`src/rtl/mem_port_arbiter.sv`:
```
// mem_port_arbiter: shares one fixed-latency memory between IF and MEM stages; data has priority, fetch has a starvation guard
// Define ARB_PERF_CNT_EN to add the grant and conflict counters.
module mem_port_arbiter #(
    parameter int ADDR_W     = 32,
    parameter int DATA_W     = 32,
    parameter int MEM_LAT    = 2,
    parameter int STARVE_MAX = 4
) (
    input  logic              clk,
    input  logic              rst_n,
    input  logic              if_req,
    input  logic [ADDR_W-1:0] if_addr,
    output logic [DATA_W-1:0] if_rdata,
    output logic              if_ack,
    input  logic              d_req,
    input  logic              d_wen,
    input  logic [ADDR_W-1:0] d_addr,
    input  logic [DATA_W-1:0] d_wdata,
    output logic [DATA_W-1:0] d_rdata,
    output logic              d_ack,
    output logic              mem_cs,
    output logic              mem_we,
    output logic [ADDR_W-1:0] mem_addr,
    output logic [DATA_W-1:0] mem_wdata,
    input  logic [DATA_W-1:0] mem_rdata,
    output logic              if_stall,
    output logic              mem_stall,
`ifdef ARB_PERF_CNT_EN
    output logic [31:0]       if_grant_cnt,
    output logic [31:0]       d_grant_cnt,
    output logic [31:0]       conflict_cnt,
`endif
    output logic              busy
);
    typedef enum logic [1:0] {IDLE, ISSUE, WAIT, RESP} state_t;
    localparam int CW = $clog2(MEM_LAT + 1);
    localparam int SW = $clog2(STARVE_MAX + 1);
    state_t        state;
    logic [CW-1:0] cnt;
    logic [SW-1:0] starve_cnt;
    logic          gnt_d;
    logic          arb, ir, dr, grant_if, grant_d;
    // the port acked this cycle is masked so its still-held request is not re-issued
    assign arb       = state == IDLE || state == RESP;
    assign ir        = if_req & ~if_ack;
    assign dr        = d_req & ~d_ack;
    assign grant_if  = arb & ir & (starve_cnt == SW'(STARVE_MAX) | ~dr);
    assign grant_d   = arb & dr & ~grant_if;
    assign if_stall  = if_req & ~if_ack;
    assign mem_stall = d_req & ~d_ack;
    assign busy      = state != IDLE;
    always_ff @(posedge clk or negedge rst_n) begin
        if (!rst_n) begin
            state      <= IDLE;
            cnt        <= '0;
            starve_cnt <= '0;
            gnt_d      <= 1'b0;
            mem_cs     <= 1'b0;
            mem_we     <= 1'b0;
            mem_addr   <= '0;
            mem_wdata  <= '0;
            if_rdata   <= '0;
            d_rdata    <= '0;
            if_ack     <= 1'b0;
            d_ack      <= 1'b0;
        end else begin
            mem_cs <= 1'b0;
            if_ack <= 1'b0;
            d_ack  <= 1'b0;
            if (grant_if || !if_req) starve_cnt <= '0;
            else if (grant_d && ir && starve_cnt != SW'(STARVE_MAX)) starve_cnt <= starve_cnt + 1'b1;
            case (state)
                ISSUE: begin
                    state <= mem_we ? RESP : WAIT;
                    cnt   <= CW'(MEM_LAT - 1);
                    if (mem_we) begin
                        if_ack <= ~gnt_d;
                        d_ack  <= gnt_d;
                    end
                end
                WAIT: begin
                    // last WAIT cycle is ISSUE+MEM_LAT: memory data is valid now
                    if (cnt == '0) begin
                        state  <= RESP;
                        if_ack <= ~gnt_d;
                        d_ack  <= gnt_d;
                        if (gnt_d) d_rdata <= mem_rdata;
                        else if_rdata <= mem_rdata;
                    end else begin
                        cnt <= cnt - 1'b1;
                    end
                end
                default: ;
            endcase
            if (grant_if || grant_d) begin
                state    <= ISSUE;
                mem_cs   <= 1'b1;
                gnt_d    <= grant_d;
                mem_addr <= grant_d ? d_addr : if_addr;
                mem_we   <= grant_d & d_wen;
                if (grant_d) mem_wdata <= d_wdata;
            end else if (arb) begin
                state <= IDLE;
            end
        end
    end
`ifdef ARB_PERF_CNT_EN
    always_ff @(posedge clk or negedge rst_n) begin
        if (!rst_n) begin
            if_grant_cnt <= '0;
            d_grant_cnt  <= '0;
            conflict_cnt <= '0;
        end else begin
            if (grant_if) if_grant_cnt <= if_grant_cnt + 1'b1;
            if (grant_d) d_grant_cnt <= d_grant_cnt + 1'b1;
            if (arb && ir && dr) conflict_cnt <= conflict_cnt + 1'b1;
        end
    end
`endif
endmodule

```
`config.mk`:
```
export PLATFORM = sky130hd
export DESIGN_NAME = mem_port_arbiter
export DESIGN_NICKNAME = d
export VERILOG_FILES = /design/src/rtl/mem_port_arbiter.sv
export SDC_FILE = /design/constraint.sdc
export NUM_CORES = 1
export LEC_CHECK = 0
export CORE_UTILIZATION = 42
export CTS_CLUSTER_DIAMETER = 80
export DETAILED_ROUTE_END_ITERATION = 16
export PLACE_DENSITY = 0.88
export SKIP_LAST_GASP = 1
export SYNTH_ARGS = -nofsm -noshare
export SYNTH_HDL_FRONTEND = slang
export SYNTH_SLANG_ARGS = --single-unit
```
`constraint.sdc`:
```
create_clock -name clk -period 2.5 [get_ports clk]
set_input_delay 0.25 -clock clk [delete_from_list [all_inputs] [get_ports clk]]
set_output_delay 0.25 -clock clk [all_outputs]
set_load 0.01 [all_outputs]
```
## Word-level counts from Yosys, hierarchy flattened

Index checks and enable logic that the tools add are counted.

- Add/sub/neg operators: 2
- Equal/unequal tests: 7
- Multiplexer cells: 17
- Bitwise logic cells: 13
- Reductions and logical operators: 17

Operator list:

| operator | count |
|---|---|
| 32-bit two-way mux | 1 |
| 2-bit two-way mux | 4 |
| 2-bit case mux with 2 select lines | 2 |
| 1-bit bitwise AND | 7 |
| 1-bit two-way mux | 6 |
| 3-bit two-way mux | 2 |
| 2-bit AND reduction | 3 |
| 3-bit AND reduction | 2 |
| 2-bit nonzero test | 3 |
| 1-bit inverter | 5 |
| 2-bit equality test (second input constant) | 2 |
| 2-bit logical NOT | 2 |
| 4-bit inequality test (second input constant) | 1 |
| 1-bit case mux with 2 select lines | 2 |
| 4-bit nonzero test | 1 |
| 3-bit by 1-bit adder with 3-bit output (second input constant) | 1 |
| 3-bit equality test (second input constant) | 1 |
| 1-bit logical OR | 3 |
| 3-bit inequality test (second input constant) | 1 |
| 2-bit by 1-bit equality test with 1-bit output (second input constant) | 1 |
| 1-bit logical AND | 2 |
| 2-bit inequality test (second input constant) | 1 |
| 2-bit by 1-bit subtractor with 2-bit output (second input constant) | 1 |
| 1-bit logical NOT | 1 |
| 1-bit bitwise OR | 1 |

- Register bits after elaboration: 140
- Input port bits: 133
- Output and inout port bits: 135
- Logic and storage cells: 68

## Longest topological paths before layout

Gate-level depths: netlist of the first run.

- Depth after elaboration: 11
- Depth in mapped cells: 7
- Mapped depth without buffers: 5

## Worst setup path after synthesis of the first run

No wires, ideal clock.

- Path type: reg-to-reg
- Start: register state[0]
- End: register mem_wdata[10]
- Library setup time: 0.127 ns
- Arrival: 1.803 ns
- Data required time: 2.373 ns
- Slack: 0.569 ns
- Stages on the path, launching flop included: 7
- Buffers on the path: 2
- Period minus slack after synthesis: 1.931 ns
- Cells stage by stage: dfrtp_1 > inv_1 > ha_1 > buf_2 > a211oi_4 > buf_6 > mux2_1

- Cells in the longest elaborated chain, start to end: 8
- Elaborated cells on any way between the ends: 10
- Those cells by class: 1 x eq/ne; 5 x bitwise; 4 x reduce/logical

RTL lines:

| element | RTL line | RTL |
|---|---|---|
| start, declared | 38 | `state_t state;` |
| start signal, assigned | 74 | `state <= mem_we ? RESP : WAIT;` |
| 2-bit equality test / 2-bit logical NOT (equally long branches) | 44 | `assign arb = state == IDLE \|\| state == RESP;` |
| 1-bit logical OR * | 44 |  |
| 1-bit bitwise AND (2 in series) | 47 | `assign grant_if = arb & ir & (starve_cnt == SW'(STARVE_MAX) \| ~dr);` |
| 1-bit inverter | 48 | `assign grant_d = arb & dr & ~grant_if;` |
| 1-bit bitwise AND | 48 |  |
| 1-bit logical OR | 95 | `if (grant_if \|\| grant_d) begin` |
| 2-bit AND reduction (no line) * | -- |  |
| end signal, assigned | 101 | `if (grant_d) mem_wdata <= d_wdata;` |
| end, declared | 24 | `output logic [DATA_W-1:0] mem_wdata,` |

Mark *: on every way between the ends. The rest lies on a longest branch, timed or not.
A chain may end at the register's enable or synchronous reset.

## Worst setup path after layout of the first run

- Start: register state[0]
- End: register mem_addr[30]

- Cells in the longest elaborated chain, start to end: 7
- Elaborated cells on any way between the ends: 10
- Those cells by class: 1 x eq/ne; 1 x mux; 5 x bitwise; 3 x reduce/logical

RTL lines:

| element | RTL line | RTL |
|---|---|---|
| 2-bit equality test / 2-bit logical NOT (equally long branches) | 44 |  |
| 1-bit logical OR * | 44 |  |
| 1-bit bitwise AND (2 in series) | 47 |  |
| 1-bit inverter | 48 |  |
| 1-bit bitwise AND | 48 |  |
| 32-bit two-way mux / 1-bit logical OR (equally long branches) | 99, 95 |  |
| end signal, assigned | 99 | `mem_addr <= grant_d ? d_addr : if_addr;` |
| end, declared | 23 | `output logic [ADDR_W-1:0] mem_addr,` |

Marks and branches as above.

==> impl_metrics.toml, run 1 <==
[status]
outcome = "finished clean"

[floorplanning]
start_util_pct = 43.60
dieWidth_um = 120.2
die_area_sq_um = 14440
die_h_um = 120.2
num_rows = 42
io_pins = 268
core-area_sq_um = 13450

[grt]
grt_pass1_wl_um = 25650
antenna_found_initial = 0
grt_remaining_overflow = 0
grt_max_degree = 47
grt_pass1_vias = 4904
grt_usage_pct = 23.44

[setup_path]
end_kind = "register"
r2r_cells = 7
path_class = "reg2reg"
startpoint_type = "register"
required_ns = 2.80
crit_arrival_ns = 2.63
cp_max_fo = 35

[synthesis]
synth_nets = 538
yosysUniqueCellTypes = 36
ys_seq_elements = 140
synth_area_leaders = "dfrtp_1, mux2_2, mux2_1, a2111o_1, o221a_2"
synth_top_area_cell = "dfrtp_1"
synth_top_area_share_pct = 59.73
yosysWarnings = 0
yosysSeqAreaShare_pct = 59.73
synthesis.instances = 398
synth_edf_count = 0
syn_area_per_cell_sq_um = 14.74
synthArstFlopShare_pct = 100.0
synth_flop_cell = "dfrtp_1"
netlist_area_sq_um = 5866

[timing]
maxSlewHeadroom_pct = 55.51
timing.final.ws_setup_ns = 0.1742
fin_crit_ns = 2.326
fin_hold_ws_ns = 0.3160
worst_slew_pin_slew_ns = 0.6666
fmax_mhz = 430.0
finClkSkew_ns = 0.007413
finalCritPeriodShare_pct = 93.03
tns_ns = 0
hold_viol = 0
setup_viol = 0
rsz0062_at_grt = "no"
drv_slew = 0

[pwr]
powerDensity_nw_per_um2 = 1360
p_seq_share_pct = 32.2
power_frac_clock_pct = 20.3
ir_drop_mv = 0.6951
power_w = 0.01270
power.net_switching_w = 0.004137
swShare_pct = 32.57
p_comb_share_pct = 47.5
p_leak_nw = 3.844
intPower_w = 0.008566

[clock_network]
cts_resized = 0
cts_sinks = 140
path_clk_slew_ns = 0.06
clock_latency_ns = 0.42
cts-root-buf = "clkbuf_16"
cts_buffer_depth = 2
cts_buffers = 17
cts_tree = "done"
htreeDepth = 4

[placement]
postPlaceCellArea_sq_um = 8723
hpwl_um = 12120
dp_slack_ns = 0.2045
gp_congestion = 0.8120
io_buffers = 267

[detailed_routing]
finalWirelength_um = 16510
vias = 4523
final_antenna_net_count = 0
drt_iter0_markers = 176
wl_per_cell_um = 19.31
dr.pass1.iters = 4
drc_errors = 0
vias_per_cell = 5.290

[final_layout]
drive_gt1_share_pct = 20.47
final_cell_mix = "clkdlybuf4s50_1, dfrtp_1, mux2_2"
diodes = 0
fin_area_sq_um = 9343
fill_cells = 920
final_common_cell = "clkdlybuf4s50_1"
syn2layout_area_growth_pct = 59.28
layout.nets = 806

[min_path]
hp-class = "in2async"

[flow_run]
cap_viol_max_count = 0
synth_stat cells, drive strengths merged, types with 3 or more instances:
library cell  number
inv               21
dfrtp            140
ha                 7
nor2               3
buf               16
mux2              97
a221o             10
a2111o            22
a2111oi           10
clkbuf            16
nand2              6
o221a             22
worst paths after layout:
path	start	end	slack (ns)
setup / recovery	state[0]	mem_addr[30]	0.17
hold / removal	rst_n	if_rdata[14]	0.32
setup reg to reg	state[0]	mem_addr[30]	0.17
hold reg to reg	mem_wdata[9]	mem_wdata[9]	0.48
max in group asynchronous	rst_n	if_rdata[4]	1.45
min in group clk	d_wdata[22]	mem_wdata[22]	0.43
repair_timing:
action,CTS,global route
hold endpoints to repair,43,0
hold buffers,1,0
setup buffers,0,0
endpoints found under the setup margin,0,0
worst max-delay path: stages, from the launching register on:
cell and delay [ns]:
dfrtp_1 0.37, inv_1 0.08, ha_1 0.45, nor3b_4 0.31, buf_4 0.37, o21ai_1 0.11, buf_4 0.23, o221a_2 0.27
registers in the layout, summed over array words and instances, names as in the netlist:
| register | flops |
|---|---|
| mem_we | 1 |
| gnt_d | 1 |
| d_ack | 1 |
| if_ack | 1 |
| mem_cs | 1 |
| if_rdata | 32 |
| cnt | 2 |
| d_rdata | 32 |
| starve_cnt | 3 |
| state | 2 |
| mem_addr | 32 |
| mem_wdata | 32 |
per-stage QoR:
| stage | instances | util [%] |
|---|---|---|
| finish | 855 | 69.45 |
| global route | 855 | 69.45 |
| CTS | 855 | 69.45 |
| detailed placement | 822 | 64.84 |
| global placement | 822 | 64.84 |
| floorplan | 398 | - |
per-layer routing:
layer,vias up,GRT usage (%),part of all wire [%]
li1,2045,-,-
met4,0,10.47,3.2
met5,-,0,0
met1,2279,25.92,37
met3,36,4.953,4.9
met2,163,42.92,54
final cells by class:
| cell class | count | area (sq um) | area share [%] |
|---|---|---|---|
| Multi-Input combinational cell | 205 | 2125 | 22.74 |
| Inverter | 21 | 78.83 | 0.8437 |
| Sequential cell | 140 | 3503 | 37.50 |
| Clock buffer | 20 | 446.7 | 4.781 |
| Clock inverter | 12 | 162.7 | 1.741 |
| Tap cell | 176 | 220.2 | 2.357 |
| Timing Repair Buffer | 281 | 2806 | 30.04 |
kinds of logic (layout without fill, tap and decap cells):
kind of cell | after synthesis | count (layout) | synth area share (%)
AO/OA/AOI/OAI | 80 | 80 | 13.97
flip-flops | 140 | 140 | 59.73
multiplexers | 97 | 97 | 18.62
adder cells (fa/ha/maj) | 7 | 7 | 1.493
AND/OR/NAND/NOR | 21 | 21 | 2.133
buffers and inverters | 53 | 334 | 4.053
power groups by stage:
stage	clock, W	combinational (W)	sequential (W)
floorplan	0	0.00246	0.00452
global placement	0	0.00582	0.00403
detailed placement	0	0.00606	0.00411
CTS	0.00262	0.00608	0.00409
global route	0.00273	0.00641	0.00422
finish	0.00257	0.00603	0.00409
(Power assumes the default switching activity.)
==> run 2: changes to the inputs <==
- CAP_MARGIN: default -> 20
- CORE_UTILIZATION: 42 -> 38
- PLACE_DENSITY: 0.88 -> 0.84
- clock period: 2.5 -> 1.9 ns (I/O delays scaled with it)
==> run 2 against run 1 <==
  * Clock skew is essentially flat
  * Wire length shrank 0.56%
  * Power grew 37%
  * Non-clock buffer count grew 25
  * Global-route usage shrank 3.0 points
  * Sequential power grew 32%
  * Cell count grew 4.3%
  * Combinational power grew 49%
  * Critical path depth is the same
  * Worst hold slack lost 0.063 ns
  * Worst setup slack lost 0.15 ns
  * Utilization shrank 5.5 points
  * Critical endpoint is now mem_wdata[7]
  * Largest power group unchanged
==> impl_metrics.toml, run 2 (synthesis results as in run 1) <==
[status]
outcome = "finished clean"

[setup_path]
required_ns = 2.18
path_class = "reg2reg"
r2r-start = "state[1]"
startpoint_type = "register"
cp_max_fo = 7
crit_arrival_ns = 2.15
path_cells = "inv_2, ha_4, nor3b_4, a211oi_4, buf_6, buf_12, mux2_1"
crit_end = "mem_wdata[7]"
r2r_end = "mem_wdata[7]"
r2r_cells = 7
end_kind = "register"
rrSetupSlack_ns = 0.03
critical_path.slowest_cell = "dfrtp_1"
path_buf_inv = 3
startpoint = "state[1]"
cp_top_family = "flip-flops"
cp.depth = 7
max_stage_delay_ns = 0.39

[detailed_routing]
finalWirelength_um = 16410
final_antenna_net_count = 0
wl_per_cell_um = 18.40
drt_iter0_markers = 163
vias_per_cell = 5.157
dr.pass1.iters = 4
drc_errors = 0
vias = 4600

[floorplanning]
io_pins = 268
start_util_pct = 38.73
die_h_um = 126.2
dieWidth_um = 126.2
num_rows = 45
core-area_sq_um = 15150
die_area_sq_um = 15940

[final_layout]
syn2layout_area_growth_pct = 65.21
post-route-util_pct = 63.98
seq_area_sq_um = 3503
fill_cells = 1124
final_common_cell = "clkdlybuf4s50_1"
final_cell_mix = "clkdlybuf4s50_1, dfrtp_1, mux2_2"
drive_gt1_share_pct = 26.14
multi_input_area_sq_um = 2206
diodes = 0
layout.nets = 831

[timing]
fin_hold_ws_ns = 0.2533
setup_viol = 0
rsz0062_at_grt = "yes"
fin_crit_ns = 1.871
fmax_mhz = 534.4
hold_viol = 0
finalCritPeriodShare_pct = 98.49
drv_slew = 0
worst_slew_pin_slew_ns = 0.4616
finClkSkew_ns = 0.007260
maxSlewHeadroom_pct = 68.43
timing.final.ws_setup_ns = 0.02866

[pwr]
ir_drop_mv = 0.8968
intPower_w = 0.01182
power_frac_clock_pct = 17.6
powerDensity_nw_per_um2 = 1801
power.net_switching_w = 0.005629
swShare_pct = 32.26
p_seq_share_pct = 30.9
p_leak_nw = 4.056
p_comb_share_pct = 51.4

[clock_network]
cts_buffer_depth = 2
cts-root-buf = "clkbuf_16"
cts_tree = "done"
clock_latency_ns = 0.41
htreeDepth = 4
cts_sinks = 140
path_clk_slew_ns = 0.06
cts_buffers = 17

[grt]
grt_remaining_overflow = 0
antenna_found_initial = 0
grt_usage_pct = 20.42
grt_pass1_wl_um = 25350
grt_pass1_vias = 5064
grt_max_degree = 55

[placement]
dp_slack_ns = -0.1523
hpwl_um = 11730
io_buffers = 267
gp_congestion = 0.8529

[flow_run]
cap_viol_max_count = 0

[min_path]
hp-class = "in2async"
[run 2: worst min-delay path by stage]
stage                     slack (ns)          end   from  cells past startpoint
final                           0.25  mem_addr[5]  rst_n                      2
after global routing            0.28  mem_addr[5]  rst_n                      2
after CTS                       0.25  mem_addr[5]  rst_n                      2
after detailed placement        0.12  mem_addr[5]  rst_n                      1
after global placement          0.11  mem_addr[0]  rst_n                      1
after floorplan                -0.11       cnt[0]  rst_n                      0
[run 2: cell type report]
type | instances | area share [%]
timing repair buffer | 306 | 32.11
clock inverter | 10 | 0.9425
clock buffer | 22 | 4.790
tap | 188 | 2.427
multi-input combinational | 205 | 22.76
inverter | 21 | 0.8134
sequential | 140 | 36.15
[run 2: power groups by stage]
| stage | sequential (W) | clock, W | combinational, W |
|---|---|---|---|
| floorplan | 0.00595 | 0 | 0.00323 |
| global placement | 0.00531 | 0 | 0.00790 |
| detailed placement | 0.00541 | 0 | 0.00823 |
| CTS | 0.00539 | 0.00315 | 0.00846 |
| global route | 0.00557 | 0.00327 | 0.00949 |
| finish | 0.00540 | 0.00308 | 0.00898 |
[run 2: worst register-to-register path, stage by stage, from the launching register on]
cell and delay, ns:
dfrtp_1 0.39, inv_2 0.09, ha_4 0.23, nor3b_4 0.32, a211oi_4 0.11, buf_6 0.16, buf_12 0.15, mux2_1 0.32
[run 2: stage by stage]
step	instance area, sq um	instances	TNS, ns	power [W]
6_report	9691	892	0	0.01745
3_3_place_gp	8886	847	-1.553	0.01321
3_5_place_dp	8886	847	-5.576	0.01364
2_1_floorplan	5866	398	0	0.009178
4_1_cts	9532	886	-0.2296	0.01701
5_1_grt	9691	892	-0.3516	0.01833
[run 2: per-layer routing]
metal	global-route usage, %	part of all wire (%)
met5	0	0
met4	10.56	3.5
met3	5.650	6.1
met2	36.76	52
met1	21.82	39
[run 2: what timing repair did]
action	in CTS	in global routing
endpoints found under the setup margin	64	65
setup buffers	5	3
resized for setup	8	25
hold buffers	1	0
hold endpoints to repair	35	0
pin swaps	1	3
gates cloned	1	3
==> run 3: changes to the inputs <==
- CORE_UTILIZATION: 38 -> 25
- PLACE_DENSITY: 0.84 -> 0.62
==> run 3 against run 2 <==
  * Largest power group unchanged
  * Utilization shrank 21 points
  * Cell count grew 14%
  * Die area grew 51%
  * Wire length grew 5.6%
  * Worst setup slack gained 0.014 ns
  * Global-route usage shrank 5.8 points
  * Sequential power is essentially flat
  * Clock power grew 12%
  * Flip-flop and latch count is the same
  * Clock skew shrank 0.00058 ns
  * Register-to-register slack is essentially flat
==> impl_metrics.toml, run 3 (synthesis results as in run 1) <==
[floorplanning]
dieWidth_um = 155.2
core-area_sq_um = 22850
die_h_um = 155.2
die_area_sq_um = 24080
num_rows = 55
io_pins = 268
start_util_pct = 25.67

[grt]
antenna_found_initial = 1
grt_pass1_wl_um = 27300
grt_remaining_overflow = 0
grt_usage_pct = 14.63
grt_pass1_vias = 5260
grt_max_degree = 60

[setup_path]
startpoint_type = "register"
max_stage_delay_ns = 0.38
path_buf_inv = 3
path_cells = "inv_2, ha_4, nor3b_4, a211oi_4, buf_4, buf_12, mux2_1"
critical_path.slowest_cell = "dfrtp_1"
path_class = "reg2reg"
cp_max_fo = 12
crit_arrival_ns = 2.14
required_ns = 2.18
end_kind = "register"
cp_top_family = "flip-flops"

[detailed_routing]
drc_errors = 0
vias = 4565
final_antenna_net_count = 0
dr.pass1.iters = 4
vias_per_cell = 4.498
wl_per_cell_um = 17.07
drt_iter0_markers = 169
finalWirelength_um = 17330

[timing]
setup_viol = 0
drv_slew = 0
finClkSkew_ns = 0.006681
fmax_mhz = 538.4
fin_crit_ns = 1.857
maxSlewHeadroom_pct = 66.24
rsz0062_at_grt = "yes"
timing.final.ws_setup_ns = 0.04262
hold_viol = 0
worst_slew_pin_slew_ns = 0.4936
finalCritPeriodShare_pct = 97.76

[clock_network]
cts_buffer_depth = 2
htreeDepth = 4
cts_sinks = 140
cts-root-buf = "clkbuf_16"
cts_buffers = 17
cts_tree = "done"
clock_latency_ns = 0.41
path_clk_slew_ns = 0.06

[final_layout]
diodes = 0
drive_gt1_share_pct = 24.93
layout.nets = 829
final_common_cell = "clkdlybuf4s50_1"
fill_cells = 2078
syn2layout_area_growth_pct = 67.70
post-route-util_pct = 43.06
final_cell_mix = "clkdlybuf4s50_1, dfrtp_1, mux2_2"
instances_no_fill = 1015

[pwr]
power_w = 0.01747
p_leak_nw = 4.021
powerDensity_nw_per_um2 = 1776
ir_drop_mv = 0.7018

[placement]
gp_congestion = 0.7580
dp_slack_ns = -0.1125
placed_cells = 975
io_buffers = 267
hpwl_um = 12540

[min_path]
hp-class = "in2async"

[flow_run]
cap_viol_max_count = 0

[status]
outcome = "finished clean"
-- run 3: cell count changes in the layout (fill, tap and decap cells not counted), moves of 3 or more --
cell,delta
mux2_4,-12
clkbuf_1,-3
a2111oi_0,+3
mux2_1,+12
a2111oi_1,-3
-- run 3: final cells by class --
class,instances,area [sq um],share of cell area (%)
multi-input cells,205,2167,22.03
repair buffers,304,3078,31.29
flip-flops and latches,140,3503,35.61
clock buffers,19,452.9,4.604
well taps,313,391.6,3.981
clock inverters,13,165.2,1.679
inverters,21,78.83,0.8013
-- run 3: what timing repair did --
action	4_1_cts	5_1_grt
pin swaps	1	2
hold buffers	1	0
setup buffers	4	3
gates cloned	1	0
hold endpoints to repair	32	0
endpoints found under the setup margin	44	42
gates resized for setup	11	7
-- run 3: path summary, 6_finish.rpt --
kind | from | to | slack, ns | cells after the start
hold reg to reg | mem_wdata[7] | mem_wdata[7] | 0.48 | 1
hold / removal | rst_n | mem_wdata[7] | 0.26 | 2
min in group clk | d_wdata[27] | mem_wdata[27] | 0.37 | 2
max in group asynchronous | rst_n | mem_wdata[8] | 0.98 | 3
setup / recovery | state[0] | mem_wdata[9] | 0.04 | 7
setup reg to reg | state[0] | mem_wdata[9] | 0.04 | 7
-- run 3: worst register-to-register path: cells and delay by family (launching register included) --
family / cells / cell delay, ns
flip-flops: 1 / 0.38
buffers and inverters: 3 / 0.38
multiplexers: 1 / 0.32
AND/OR/NAND/NOR: 1 / 0.30
adder cells (fa/ha/maj): 1 / 0.22
AO/OA/AOI/OAI: 1 / 0.12
-- run 3: report_power, final --
| group | internal, W | switching (W) |
|---|---|---|
| clock network | 0.00214 | 0.00130 |
| registers | 0.00452 | 0.000857 |
| logic | 0.00520 | 0.00345 |
| total | 0.0119 | 0.00561 |
-- run 3: stage by stage --
step                TNS (ns)  hold slack [ns]  cell area, sq um
floorplan                  0          -0.1056              5866
global placement     -0.8758           0.1130              9087
detailed placement    -1.940           0.1144              9087
CTS                 -0.09997           0.2349              9809
global route        -0.09599           0.2778              9837
finish                     0           0.2631              9837
-- run 3: per-layer routing --
layer / GRT usage, % / part of all wire (%) / wire length, um / vias up
met5: 0 / 0 / 0 / -
met4: 6.303 / 3.0 / 522 / 0
met3: 4.123 / 5.5 / 954 / 31
met2: 25.31 / 51 / 8757 / 187
met1: 16.92 / 41 / 7090 / 2255
li1: - / - / - / 2092
